===== config.mk =====
export PLATFORM = sky130hd
export DESIGN_NAME = bin_to_gray_counter_flat
export DESIGN_NICKNAME = d
export VERILOG_FILES = /design/src/rtl/bin_to_gray_counter_if.sv /design/src/rtl/bin_to_gray_counter.sv /design/src/flat_wrapper.sv
export SDC_FILE = /design/constraint.sdc
export NUM_CORES = 1
export LEC_CHECK = 0
export ABC_AREA = 1
export BUFFER_PORTS_ARGS = -buffer_cell sky130_fd_sc_hd__buf_4
export CAP_MARGIN = 15
export CORE_MARGIN = 1.5
export CORE_UTILIZATION = 50
export CTS_BUF_LIST = sky130_fd_sc_hd__clkbuf_4
export CTS_CLUSTER_DIAMETER = 50
export DETAILED_ROUTE_END_ITERATION = 10
export PLACE_DENSITY = 0.77
export SYNTH_ARGS = -nofsm -noshare
export SYNTH_HDL_FRONTEND = slang
export SYNTH_SLANG_ARGS = --single-unit

===== constraint.sdc =====
create_clock -name clk -period 2.65 [get_ports clk]
set_clock_uncertainty 0.05 [all_clocks]
set_input_delay 0.265 -clock clk [delete_from_list [all_inputs] [get_ports clk]]
set_output_delay 0.265 -clock clk [all_outputs]
set_load 0.05 [all_outputs]

===== src/rtl/bin_to_gray_counter_if.sv =====
// Purpose: control and status bundle for the binary/Gray pointer counter.
// Latency: none (wiring only); the counter registers every output it drives.
// Backpressure: none; control is sampled every clock and status is always valid.
interface bin_to_gray_counter_if #(
    parameter int unsigned W = 4
);
    logic         en;
    logic         up_dn;
    logic         load;
    logic [W-1:0] load_val;
    logic [W-1:0] bin;
    logic [W-1:0] gray;
    logic         wrap;
    logic         step_err;

    // Side that steers the counter and observes its count
    modport master (
        output en, up_dn, load, load_val,
        input  bin, gray, wrap, step_err
    );

    // The counter itself
    modport slave (
        input  en, up_dn, load, load_val,
        output bin, gray, wrap, step_err
    );
endinterface


===== src/rtl/bin_to_gray_counter.sv =====
// Purpose: W-bit up/down binary counter with a Gray-coded copy, used as a clock-crossing pointer source.
// Latency: one clock from en/load to the updated bin/gray/wrap; all outputs registered.
// Backpressure: none; a load or step is accepted on every rising edge.
module bin_to_gray_counter #(
    parameter int unsigned W    = 4,
    parameter int unsigned INIT = 0
) (
    input  logic                clk,
    input  logic                rst_n,
    bin_to_gray_counter_if.slave cnt
);
    localparam logic [W-1:0] INIT_BIN  = W'(INIT);
    localparam logic [W-1:0] INIT_GRAY = INIT_BIN ^ (INIT_BIN >> 1);
    localparam logic [W-1:0] ONE       = W'(1);
    localparam logic [W-1:0] ALL_ONES  = '1;
    localparam logic [W-1:0] ZERO      = '0;

    logic [W-1:0] bin_q;
    logic [W-1:0] gray_q;
    logic         wrap_q;
    logic         err_q;

    logic [W-1:0] bin_next;
    logic [W-1:0] gray_next;
    logic [W-1:0] gray_diff;
    logic         wrap_next;
    logic         count_step;
    logic         multi_bit;

    // Next count: load beats counting; wrap only flags real counting steps
    always_comb begin
        bin_next   = bin_q;
        wrap_next  = 1'b0;
        count_step = 1'b0;
        if (cnt.load) begin
            bin_next = cnt.load_val;
        end else if (cnt.en) begin
            count_step = 1'b1;
            if (cnt.up_dn) begin
                bin_next  = bin_q + ONE;
                wrap_next = (bin_q == ALL_ONES);
            end else begin
                bin_next  = bin_q - ONE;
                wrap_next = (bin_q == ZERO);
            end
        end
        gray_next = bin_next ^ (bin_next >> 1);
        // x & (x-1) clears the lowest set bit; anything left means two or more bits flipped
        gray_diff = gray_q ^ gray_next;
        multi_bit = ((gray_diff & (gray_diff - ONE)) != ZERO);
    end

    // Count, Gray copy, wrap pulse and sticky step error all update on the same edge
    always_ff @(posedge clk or negedge rst_n) begin
        if (!rst_n) begin
            bin_q  <= INIT_BIN;
            gray_q <= INIT_GRAY;
            wrap_q <= 1'b0;
            err_q  <= 1'b0;
        end else begin
            bin_q  <= bin_next;
            gray_q <= gray_next;
            wrap_q <= wrap_next;
            if (count_step && multi_bit) begin
                err_q <= 1'b1;
            end
        end
    end

    assign cnt.bin      = bin_q;
    assign cnt.gray     = gray_q;
    assign cnt.wrap     = wrap_q;
    assign cnt.step_err = err_q;
endmodule

===== src/flat_wrapper.sv =====
// flat-port wrapper written by rule: the top's interface ports become plain ports
module bin_to_gray_counter_flat 
#(
    parameter int unsigned W    = 4,
    parameter int unsigned INIT = 0
)
  (clk, rst_n, cnt_en, cnt_up_dn, cnt_load, cnt_load_val, cnt_bin, cnt_gray, cnt_wrap, cnt_step_err);
  bin_to_gray_counter_if #(.W(W)) cnt_i ();
  input  logic clk;
  input  logic rst_n;
  input wire logic [$bits(cnt_i.en)-1:0] cnt_en;
  input wire logic [$bits(cnt_i.up_dn)-1:0] cnt_up_dn;
  input wire logic [$bits(cnt_i.load)-1:0] cnt_load;
  input wire logic [$bits(cnt_i.load_val)-1:0] cnt_load_val;
  output wire logic [$bits(cnt_i.bin)-1:0] cnt_bin;
  output wire logic [$bits(cnt_i.gray)-1:0] cnt_gray;
  output wire logic [$bits(cnt_i.wrap)-1:0] cnt_wrap;
  output wire logic [$bits(cnt_i.step_err)-1:0] cnt_step_err;
  assign cnt_i.en = cnt_en;
  assign cnt_i.up_dn = cnt_up_dn;
  assign cnt_i.load = cnt_load;
  assign cnt_i.load_val = cnt_load_val;
  assign cnt_bin = cnt_i.bin;
  assign cnt_gray = cnt_i.gray;
  assign cnt_wrap = cnt_i.wrap;
  assign cnt_step_err = cnt_i.step_err;
  bin_to_gray_counter #(.W(W), .INIT(INIT)) u_core (.clk(clk), .rst_n(rst_n), .cnt(cnt_i));
endmodule

After elaboration in Yosys (flattened, before gate mapping)
Cells that the tools add are included.
{ "op_classes": {"muxes": 8, "n_addsub": 3, "bitwise_logic": 3, "div": 0, "mul": 0, "n_eq_ne": 1, "order_cmp": 0, "n_reduce_logical": 3, "shift": 0} }
{ "op_table": {"columns": ["op", "n"], "rows": [
  ["$mux W4", 3],
  ["$sub A4 B1 Y4 const B", 2],
  ["$mux W1", 5],
  ["$add A4 B1 Y4 const B", 1],
  ["$and A4 B4 Y4", 1],
  ["$eq A4 B4 Y1 const B", 1],
  ["$logic_not A4 Y1", 1],
  ["$reduce_bool A4 Y1", 1],
  ["$xor A4 B3 Y4", 1],
  ["$xor A4 B4 Y4", 1],
  ["$logic_and A1 B1 Y1", 1]
]} }
{ "word_totals": {"out_inout_bits": 10, "mem_bits_rw": 0, "reg_bits": 10, "mem_bits_ro": 0, "latch_bits": 0, "n_memories": 0, "wordCells": 22, "input_bits": 9} }

Longest topological paths before layout
{ "logic_depth": {"word_depth": 10, "mapped_depth": 16, "depth_no_buf": 16} }

Worst setup path before layout
No wires, ideal clock.
{ "synth_timing": {"kind": "reg2reg", "startpoint": "register u_core.bin_q[0], in the netlist u_core.cnt.bin[0]", "endpoint": "register u_core.err_q, in the netlist u_core.cnt.step_err", "path_slack_ps": 402, "required_time_ps": 2483, "stages_incl_launch_ff": 15, "path_buffers": 0, "setup_ps": 117, "arrival_time_ps": 2081, "synth_period_minus_slack_ps": 2248, "path_cell_list": "dfrtp_1 fa_1 nand2_1 nand3_1 nand2_4 inv_4 nand2_1 nand3_1 nand2_1 nor2_2 nand3_1 nand2_1 nand2_1 nand2_1 nand2_1"} }
{ "synth_between": {"elab_chain_cells": 10, "word_cells_on_any_way": 11, "classes_between": "3 x add/sub; 3 x mux; 3 x bitwise; 2 x reduce/logical"} }
{ "synth_lines": {"columns": ["item", "line_no", "source"], "rows": [
  ["from (decl)", "bin_to_gray_counter.sv:18", "logic [W-1:0] bin_q;"],
  ["from (signal assigned)", "bin_to_gray_counter.sv:61", "bin_q <= bin_next;"],
  ["$sub A4 B1 Y4 or $add A4 B1 Y4 (tied branches)", "bin_to_gray_counter.sv:43, bin_to_gray_counter.sv:40", null],
  ["$mux W4 *", "bin_to_gray_counter.sv:39", "if (cnt.up_dn) begin"],
  ["$mux W4 *", "bin_to_gray_counter.sv:37", "end else if (cnt.en) begin"],
  ["$mux W4 *", "bin_to_gray_counter.sv:35", "if (cnt.load) begin"],
  ["net u_core.bin_next[1]", "bin_to_gray_counter.sv:23", "logic [W-1:0] bin_next;"],
  ["$xor A4 B3 Y4 *", "bin_to_gray_counter.sv:47", "gray_next = bin_next ^ (bin_next >> 1);"],
  ["$xor A4 B4 Y4 *", "bin_to_gray_counter.sv:49", "gray_diff = gray_q ^ gray_next;"],
  ["$sub A4 B1 Y4", "bin_to_gray_counter.sv:50", "multi_bit = ((gray_diff & (gray_diff - ONE)) != ZERO);"],
  ["$and A4 B4 Y4 *", "bin_to_gray_counter.sv:50", null],
  ["$reduce_bool A4 Y1 *", "bin_to_gray_counter.sv:50", null],
  ["$logic_and A1 B1 Y1 *", "bin_to_gray_counter.sv:64", "if (count_step && multi_bit) begin"],
  ["to (signal assigned)", "bin_to_gray_counter.sv:59", "err_q <= 1'b0;"],
  ["to (signal assigned)", "bin_to_gray_counter.sv:65", "err_q <= 1'b1;"],
  ["to (decl)", "bin_to_gray_counter.sv:21", "logic err_q;"]
]} }
The timed path passes the listed nets; every way through them passes the cells marked *.
A chain may end at the register's enable or synchronous reset.

Final worst setup path
{ "layout_timing": {"startpoint": "register u_core.bin_q[0], in the netlist u_core.cnt.bin[0]", "endpoint": "register u_core.err_q, in the netlist u_core.cnt.step_err"} }
{ "layout_between": {"elab_chain_cells": 10, "word_cells_on_any_way": 11, "classes_between": "3 x add/sub; 3 x mux; 3 x bitwise; 2 x reduce/logical"} }
{ "layout_lines": {"columns": ["item", "line_no", "source"], "rows": [
  ["$sub A4 B1 Y4 or $add A4 B1 Y4 (tied branches)", "bin_to_gray_counter.sv:43, bin_to_gray_counter.sv:40", null],
  ["$mux W4 *", "bin_to_gray_counter.sv:39", null],
  ["$mux W4 *", "bin_to_gray_counter.sv:37", null],
  ["$mux W4 *", "bin_to_gray_counter.sv:35", null],
  ["$xor A4 B3 Y4 *", "bin_to_gray_counter.sv:47", null],
  ["net u_core.gray_next[1]", "bin_to_gray_counter.sv:24", "logic [W-1:0] gray_next;"],
  ["$xor A4 B4 Y4 *", "bin_to_gray_counter.sv:49", null],
  ["$sub A4 B1 Y4", "bin_to_gray_counter.sv:50", null],
  ["$and A4 B4 Y4 *", "bin_to_gray_counter.sv:50", null],
  ["$reduce_bool A4 Y1 *", "bin_to_gray_counter.sv:50", null],
  ["$logic_and A1 B1 Y1 *", "bin_to_gray_counter.sv:64", null]
]} }
Marked as above.

==> flow_summary.toml <==
[sta]
grt_setup_unrepaired = "no"
tightest_slew_ns = 0.344
min_period_ns = 2.17
hold_viol = 0
maxSlewViolCount = 0
max_freq_mhz = 462
setup_tns_ns = 0
min_period_over_period = 0.817
setup_violations = 0
relSlewSlack = 0.765

[synthesis]
synth_enable_flop_cells = 0
synth_nets = 107
dominantRegCellSynth = "dfrtp_1"
netlist_area_um2 = 678
avgSynthCellArea_um2 = 7.14
syn_inst = 95
yosysWarnings = 0
async_reset_ff_frac = 1.00
ys_seq_area_frac = 0.332
ys_types = 25
synth_most_common_cell = "nand2_1"
synth_top_area_cell = "dfrtp_1"
ys_top_cells_by_area = "dfrtp_1 33%, nand2_1 17%, nand3_1 8.9%, inv_1 5.5%, ha_1 3.7%"
synth.top_cell.area_share = 0.332
synth_seq_cells = 9
synthTopCellsByCount = "30 x nand2_1, 12 x nand3_1, 10 x inv_1, 9 x dfrtp_1, 5 x nor2_1"

[place]
port_buffers = 18
place.gp.congestion = 0.797
dp_hpwl_um = 1100

[worst_setup_path]
endpoint_kind = "flop"
crit_path_max_fanout = 6
required_ns = 2.76
critPathLaunchType = "flop"
rrSetupSlack_ns = 0.48
r2r-start = "u_core.cnt.bin[0]$_DFF_PN0_"
crit_arrival_ns = 2.27
timing.rr.end = "u_core.cnt.step_err$_DFFE_PN0P_"
worst_r2r_path_depth = 15
worstSetupPathType = "reg -> reg"

[pwr]
power.density_nw_per_um2 = 637
peakVddDrop_uv = 372
p_leak_nw = 0.479

[min_path]
hp-class = "in -> reg"
hold_start = "cnt_load"
whs_path_depth = 2
holdPathEnd = "u_core.cnt.wrap$_DFF_PN0_"

[clock_network]
clock_sinks = 9
clk_pin_slew_ns = 0.06
root_buffer = "clkbuf_4"
cts_max_level = 1
post_cts_buffers = 0
cts_tree = "yes"
cts_buffers = 3
clockBufferDepth = 2
insertion_delay_ns = 0.26

[routing]
drt_iter0_drc = 6
met1_length_um = 616
met3_length_um = 65
routed.top_layer = "met4"
num_vias = 659
dr_wl_met2_um = 674
wirelength_um = 1360
drc_errors = 0
via_per_inst = 4.99
first_pass_iters = 4
wl_per_cell_um = 10.3
ant_nets = 0

[global_routing]
overflow = 0
grt_usage = 0.219
grt_pass1_vias = 600
antenna_found_initial = 0
grt_max_degree = 10
grt_pass1_wl_um = 2270

[cells_and_area]
final_net_count = 130
post-route-util = 0.673
post_route_cells_drive_above_1_share = 0.316
area_growth_pct = 27.5
antennaDiodeCount = 0

[floorplan]
ios = 19
start_util = 0.528
placementRows = 13
die_height_um = 39.8
dieArea_um2 = 1590
die_w_um = 39.8
coreArea_um2 = 1280

[status]
outcome = "finished clean"

[run]
drv_cap = 0
[what timing repair did]
action / CTS / global route
setup endpoints to repair: 0 / 0
resized for setup: 0 / 0
hold buffers: 1 / 0
endpoints found under the hold margin: 9 / 0
[stage by stage]
stage               hold slack (ns)  total power [mW]  setup WS, ns  area [um2]  instances
floorplan                   -0.0806             0.370         0.402         678         95
global placement             0.0446             0.430         0.516         825        127
detailed placement           0.0461             0.435         0.484         825        127
CTS                           0.155             0.557         0.461         865        132
global route                  0.176             0.591         0.325         865        132
finish                        0.164             0.551         0.485         865        132
[worst max-delay path, cell delays in order (launching register included)]
cell and delay (ns):
dfrtp_1 0.46, fa_1 0.46, nand2_1 0.07, nand2_1 0.04
o21ai_1 0.22, nand2_2 0.14, nand2_4 0.09, nand2_2 0.05
nand2_2 0.05, nand2_2 0.05, nor2_2 0.09, nand3_1 0.08
nand2_1 0.06, nand2_1 0.04, nand2_1 0.05, nand2_1 0.04
[placed cells by master, fill, tap and decap left out, types with 2 or more instances in the layout]
cell	Yosys	final
nand2_1	30	30
buf_4	1	18
nand3_1	12	12
inv_1	10	10
dfrtp_1	9	9
nor2_1	5	5
nand2_2	4	4
clkbuf_4	0	4
inv_2	3	3
a21oi_1	2	2
or2_1	2	2
nand2_4	2	2
ha_1	2	2
[report_power, final]
group | total, mW | switching [mW] | internal [mW]
logic | 0.257 | 0.168 | 0.0887
clock network | 0.118 | 0.0500 | 0.0684
registers | 0.176 | 0.0215 | 0.154
total | 0.551 | 0.239 | 0.311
[worst max-delay path by stage]
stage                           startpoint                               to  slack, ns  cells after the start
4_1_cts        u_core.cnt.bin[0]$_DFF_PN0_  u_core.cnt.step_err$_DFFE_PN0P_       0.46                     15
2_1_floorplan  u_core.cnt.bin[0]$_DFF_PN0_  u_core.cnt.step_err$_DFFE_PN0P_       0.40                     14
6_report       u_core.cnt.bin[0]$_DFF_PN0_  u_core.cnt.step_err$_DFFE_PN0P_       0.48                     15
5_1_grt        u_core.cnt.bin[0]$_DFF_PN0_  u_core.cnt.step_err$_DFFE_PN0P_       0.33                     15
3_3_place_gp   u_core.cnt.bin[0]$_DFF_PN0_  u_core.cnt.step_err$_DFFE_PN0P_       0.52                     15
3_5_place_dp   u_core.cnt.bin[0]$_DFF_PN0_  u_core.cnt.step_err$_DFFE_PN0P_       0.48                     15
[sequential cells by signal (all words and copies together) (netlist names)]
name and cells:
u_core.cnt.step_err 1, u_core.cnt.bin 4, u_core.cnt.gray 3, u_core.cnt.wrap 1
[layout make-up]
class,instances,area [um2]
tap,15,18.8
sequential,9,225
timing repair buffer,19,145
fill,123,420
multi-input combinational,71,390
clock buffer,4,30.0
inverter,14,55.1
[logic make-up (layout without fill, tap and decap cells)]
kind of cell,count (synthesis),count (layout),synth area share
and+or+nand+nor,61,61,0.435
xor gates and xnor gates,2,2,0.0258
buffers and inverters,15,37,0.0923
adders and majority gates,3,3,0.0664
AOI/OAI and AO/OA,5,5,0.0480
DFF,9,9,0.332
[metal layers]
layer	GRT usage	vias up
li1	-	343
met1	0.235	300
met2	0.393	14
met3	0.0852	2
met4	0.0517	0
met5	0	-
Power figures use the tool's default switching activity.
